`src/rtl/fetch_seq_ctrl.sv`:
```
// fetch_seq_ctrl: multi-cycle fetch sequencer.
// Sole owner of the PC register write enable (PCWr) and next-PC value (NPC).
// It alternates between requesting an instruction, holding it for decode and
// redirecting on branches. Redirects that cannot be honoured immediately are
// parked in a one-entry pending slot, and the most recent redirect wins.
// Optional macro FETCH_TIMEOUT_EN adds a bounded wait on imem_ready that traps
// to TRAP_VEC. When the macro is absent, fetch_fault is tied low.
module fetch_seq_ctrl #(
   parameter logic [31:0] TRAP_VEC = 32'h0000_0100,
   parameter int unsigned TIMEOUT  = 16
) (
   input  logic        clk,
   input  logic        rst,
   input  logic [31:0] PC,
   output logic        PCWr,
   output logic [31:0] NPC,
   output logic        imem_req,
   output logic [31:0] imem_addr,
   input  logic        imem_ready,
   input  logic [31:0] imem_rdata,
   output logic [31:0] ir_out,
   output logic        ir_valid,
   input  logic        ir_ack,
   input  logic        stall,
   input  logic        redirect_valid,
   input  logic [31:0] redirect_target,
   input  logic        halt_req,
   input  logic        resume,
   output logic        halted,
   output logic        misalign_err,
   output logic        fetch_fault
);

   typedef enum logic [1:0] {
      S_BOOT  = 2'd0,
      S_FETCH = 2'd1,
      S_HOLD  = 2'd2,
      S_HALT  = 2'd3
   } state_t;

   state_t      state_q, state_d;
   logic [31:0] ir_out_q, ir_out_d;
   logic        ir_valid_q, ir_valid_d;
   logic        redir_pend_q, redir_pend_d;
   logic [31:0] redir_tgt_q, redir_tgt_d;

   logic        redir_any;
   logic [31:0] redir_sel;
   logic        retire;
   logic        rv_consumed;

`ifdef FETCH_TIMEOUT_EN
   localparam int unsigned      CNT_W    = $clog2(TIMEOUT) + 1;
   localparam logic [CNT_W-1:0] CNT_LAST = CNT_W'(TIMEOUT - 1);

   logic [CNT_W-1:0] wait_cnt_q, wait_cnt_d;
   logic             timeout_hit;
`endif

   // Misaligned redirect targets are replaced by the trap vector.
   function automatic logic [31:0] redirect_npc(input logic [31:0] tgt);
      return (tgt[1:0] != 2'b00) ? TRAP_VEC : tgt;
   endfunction

   function automatic logic redirect_misaligned(input logic [31:0] tgt);
      return (tgt[1:0] != 2'b00);
   endfunction

   // Next-state, PC-write and fetch-request decode.
   always_comb begin
      state_d      = state_q;
      ir_out_d     = ir_out_q;
      ir_valid_d   = ir_valid_q;
      redir_pend_d = redir_pend_q;
      redir_tgt_d  = redir_tgt_q;
      PCWr         = 1'b0;
      NPC          = PC + 32'd4;
      imem_req     = 1'b0;
      misalign_err = 1'b0;
      rv_consumed  = 1'b0;
`ifdef FETCH_TIMEOUT_EN
      timeout_hit  = 1'b0;
`endif

      // A redirect presented this cycle outranks one parked earlier.
      redir_any = redirect_valid | redir_pend_q;
      redir_sel = redirect_valid ? redirect_target : redir_tgt_q;
      retire    = ir_ack & ~stall;

      case (state_q)
         S_BOOT: begin
            state_d = S_FETCH;
         end

         S_FETCH: begin
            imem_req = 1'b1;
            if (imem_ready) begin
               if (redir_any) begin
                  // The instruction just fetched is on the wrong path: drop it
                  // and restart the fetch from the redirect target.
                  PCWr         = 1'b1;
                  NPC          = redirect_npc(redir_sel);
                  misalign_err = redirect_misaligned(redir_sel);
                  redir_pend_d = 1'b0;
                  rv_consumed  = redirect_valid;
               end else begin
                  ir_out_d   = imem_rdata;
                  ir_valid_d = 1'b1;
                  state_d    = S_HOLD;
               end
            end
`ifdef FETCH_TIMEOUT_EN
            else if (wait_cnt_q == CNT_LAST) begin
               timeout_hit  = 1'b1;
               PCWr         = 1'b1;
               NPC          = TRAP_VEC;
               redir_pend_d = 1'b0;
            end
`endif
         end

         S_HOLD: begin
            if (retire) begin
               PCWr = 1'b1;
               if (redir_any) begin
                  NPC          = redirect_npc(redir_sel);
                  misalign_err = redirect_misaligned(redir_sel);
                  rv_consumed  = redirect_valid;
               end
               redir_pend_d = 1'b0;
               ir_valid_d   = 1'b0;
               state_d      = halt_req ? S_HALT : S_FETCH;
            end
         end

         S_HALT: begin
            if (resume) begin
               state_d = S_FETCH;
            end
         end

         default: begin
            state_d = S_BOOT;
         end
      endcase

      // Any redirect not acted on this cycle is parked; the newest one replaces older ones.
      if (redirect_valid && !rv_consumed) begin
         redir_pend_d = 1'b1;
         redir_tgt_d  = redirect_target;
      end
   end

`ifdef FETCH_TIMEOUT_EN
   // Count fetch cycles spent waiting for a response; any response or trap restarts the count.
   always_comb begin
      wait_cnt_d = '0;
      if ((state_q == S_FETCH) && !imem_ready && !timeout_hit) begin
         wait_cnt_d = wait_cnt_q + CNT_W'(1);
      end
   end

   // Wait counter register.
   always_ff @(posedge clk or posedge rst) begin
      if (rst) begin
         wait_cnt_q <= '0;
      end else begin
         wait_cnt_q <= wait_cnt_d;
      end
   end

   assign fetch_fault = timeout_hit;
`else
   assign fetch_fault = 1'b0;
`endif

   // State, held instruction and pending-redirect registers.
   always_ff @(posedge clk or posedge rst) begin
      if (rst) begin
         state_q      <= S_BOOT;
         ir_out_q     <= '0;
         ir_valid_q   <= 1'b0;
         redir_pend_q <= 1'b0;
         redir_tgt_q  <= '0;
      end else begin
         state_q      <= state_d;
         ir_out_q     <= ir_out_d;
         ir_valid_q   <= ir_valid_d;
         redir_pend_q <= redir_pend_d;
         redir_tgt_q  <= redir_tgt_d;
      end
   end

   assign imem_addr = PC;
   assign ir_out    = ir_out_q;
   assign ir_valid  = ir_valid_q;
   assign halted    = (state_q == S_HALT);

endmodule
```
`config.mk`:
```
export PLATFORM = sky130hd
export DESIGN_NAME = fetch_seq_ctrl
export DESIGN_NICKNAME = d
export VERILOG_FILES = /design/src/rtl/fetch_seq_ctrl.sv
export SDC_FILE = /design/constraint.sdc
export NUM_CORES = 1
export LEC_CHECK = 0
export BUFFER_PORTS_ARGS = -buffer_cell sky130_fd_sc_hd__buf_2
export CORE_MARGIN = 8
export CORE_UTILIZATION = 45
export DETAILED_ROUTE_END_ITERATION = 10
export PLACE_DENSITY = 0.89
export SLEW_MARGIN = 0
export SYNTH_ARGS = -nofsm -noshare
export SYNTH_HDL_FRONTEND = slang
export SYNTH_SLANG_ARGS = --single-unit
```
`constraint.sdc`:
```
create_clock -name clk -period 2.05 [get_ports clk]
set_input_delay 0.1025 -clock clk [delete_from_list [all_inputs] [get_ports clk]]
set_output_delay 0.1025 -clock clk [all_outputs]
set_load 0.03 [all_outputs]
```
==> results.py <==
metrics = {
    "run_status": {
        "status": "finished, violations left",
        "violations": "negative setup slack",
    },
    "route": {
        "routed.top_layer": "met5",
        "via_count": 4034,
        "drt_iter0_markers": 202,
        "dr_wl_met3_um": 1500,
        "vias_per_cell": 5.34,
        "ant_nets": 0,
        "m1WireLength_um": 5770,
        "met2_length_um": 8090,
        "drtPass1Iterations": 4,
        "routed_wl_um": 15800,
        "routedWlPerCell_um": 20.9,
        "drc": 0,
    },
    "synth": {
        "postSynth.asyncResetShare_pct": 100,
        "synth.top_cell.area_share_pct": 38.9,
        "synth-main-ff-cell": "dfrtp_1",
        "syn_avg_cell_area_um2": 11.7,
        "synthTopCellsByArea": "dfrtp_1 39%, mux2_4 9.9%, mux2_2 8.5%",
        "syn_area_mm2": 0.00438,
        "yosys_warnings": 0,
        "yosysSeqAreaShare_pct": 38.9,
        "syn_inst": 374,
        "netlist_top_cells_count": "68 x dfrtp_1, 37 x buf_4, 33 x mux2_2",
        "ys_ff_latch": 68,
        "synth-edff-count": 0,
        "yosys.cell_count.top_type": "dfrtp_1",
        "synth_nets": 483,
        "yosysUniqueCellTypes": 46,
        "synth_top_cell_by_area": "dfrtp_1",
    },
    "floorplanning": {
        "pin_count": 206,
        "coreArea_mm2": 0.00959,
        "die_h_um": 115,
        "rows": 36,
        "fp.dieW_um": 115,
        "die_area_mm2": 0.0131,
        "start_util_pct": 45.6,
    },
    "worst_setup_path": {
        "cp-end-kind": "output port",
        "worstSetupPathType": "reg2out",
        "rrSetupSlack_ns": 0.12,
        "cp.arrival_ns": 2.08,
        "crit_required_ns": 1.95,
        "worstSetupStartpointType": "flop",
        "crit_path_start": "state_q[0]",
        "crit_end": "NPC[19]",
        "rr_startpoint": "state_q[0]",
        "cp_max_fo": 8,
        "reg2reg_to": "redir_tgt_q[18]",
        "ff2ff_path_depth": 8,
    },
    "clock_tree": {
        "clk_latency_ns": 0.34,
        "tritoncts": "yes",
        "clockBufferDepth": 2,
        "cts-root-buf": "clkbuf_8",
        "clkTransAtPathRegs_ns": 0.08,
        "htreeDepth": 3,
        "cts_buffers": 9,
        "cts.sinks": 68,
    },
    "grt": {
        "grt_pass1_wl_um": 23600,
        "grt_pass1_vias": 4411,
        "grt_usage_pct": 23.0,
        "antenna_found_initial": 1,
        "gr-total-overflow": 0,
        "grt_start_max_net_pins": 69,
    },
    "hold_path": {
        "min-delay-start": "redirect_target[30]",
        "whs_path_depth": 2,
        "hold_path.class": "in2reg",
    },
    "timing": {
        "rsz0062_at_grt": "true",
        "slew_headroom_pct": 63.5,
        "clock_skew_ns": 0.00702,
        "setup_violations": 32,
        "timing_worst_slew_pin_value_ns": 0.548,
        "slew_viol_final": 0,
        "setup_slack_ns": -0.128,
        "maxClockFrequency_ghz": 0.459,
        "post-route-period-util_pct": 106,
        "post-route-min-period_ns": 2.18,
        "hold_violations": 0,
    },
    "power": {
        "ir_drop_v": 0.00107,
        "p_leak_nw": 3.17,
        "p_total_mw": 10.0,
        "p_per_area_mw_per_mm2": 1490,
    },
    "flow_run": {
        "drv_cap": 0,
    },
    "cells_and_area": {
        "drive_gt1_share_pct": 58.1,
        "syn_to_final_growth_pct": 53.5,
        "antenna_cells": 0,
        "final_nets": 727,
        "multiInputGateArea_mm2": 0.00246,
        "fillers": 668,
        "regArea_mm2": 0.00170,
    },
    "place": {
        "io_buffers": 204,
        "dp.final_hpwl_um": 9890,
        "gp_congestion": 0.873,
        "place_ws_ns": 0.101,
    },
}
-- state kept, by name, indices dropped and copies added, names as in the netlist --
signal and count:
ir_out 32, state_q 2, redir_pend_q 1, ir_valid 1, redir_tgt_q 32
-- kinds of logic after synthesis --
kind of cell	after synthesis	synth area share, %
multiplexers	93	25.6
other	1	0.0857
AO/OA/AOI/OAI	48	8.72
buffers and inverters	62	9.46
flip-flops	68	38.9
AND/OR/NAND/NOR	69	10.2
adder cells (fa/ha/maj)	5	1.43
XOR/XNOR	28	5.60
-- worst max-delay path, cell delays in order, from the launching register on --
cell     delay (ns)
dfrtp_1        0.41
buf_4          0.15
ha_4           0.17
buf_6          0.11
a21oi_2        0.11
a21oi_2        0.06
nor3_4         0.16
buf_6          0.16
buf_12         0.15
o22ai_2        0.11
buf_6          0.15
-- metal layers --
metal  vias to the layer above  track usage (%)
met5                         -                0
met2                       213             40.0
met4                         2             9.67
met1                      1970             24.1
met3                        35             9.12
li1                       1814                -
-- stage by stage --
| stage | cells | utilization, % | TNS (ns) | cell area, um2 | hold slack [ns] |
|---|---|---|---|---|---|
| final | 756 | 70.0 | -3.36 | 6720 | 0.0165 |
| after global routing | 756 | 70.0 | -6.12 | 6720 | 0.00117 |
| after CTS | 748 | 68.1 | -2.60 | 6540 | 0.000137 |
| after detailed placement | 671 | 56.4 | 0 | 5410 | 0.220 |
| after global placement | 671 | 56.4 | 0 | 5410 | 0.206 |
| after floorplan | 374 | - | -0.248 | 4430 | 0.237 |
-- worst min path at each step --
stage                            endpoint
final                     redir_tgt_q[30]
after global placement         ir_out[12]
after CTS                      ir_out[13]
after global routing      redir_tgt_q[31]
after detailed placement       ir_out[12]
after floorplan                ir_out[11]
-- report_power, final --
group          leakage (nW)  switching (mW)  internal (mW)
combinational          2.26            3.50           2.94
clock                 0.102           0.559          0.686
sequential            0.808           0.389           1.97
-- layout make-up --
type | instances | area share, %
clock inverter | 6 | 1.32
inverter | 11 | 0.614
clock buffer | 10 | 1.90
timing repair buffer | 284 | 31.7
tap | 133 | 2.48
sequential | 68 | 25.3
multi-input combinational | 244 | 36.7
-- cell usage in the layout (no fill, tap or decap), types with 9 or more instances in the layout --
cell type	n
dlygate4sd3_1	53
nand3_1	14
xor2_1	20
clkbuf_8	9
buf_4	15
o22ai_2	24
nand2_1	9
buf_2	172
mux2_2	33
dfrtp_1	67
mux2i_1	29
mux2_4	29
buf_6	33
nand4_1	11
-- timing repair --
action | 4_1_cts | 5_1_grt
hold endpoints to repair | 118 | 2
cloned | 3 | 3
setup endpoints to repair | 32 | 32
pin swaps | 2 | 2
resized for setup | 80 | 17
hold buffers | 51 | 2
buffers inserted | 7 | 3
Power figures use the tool's default switching activity.
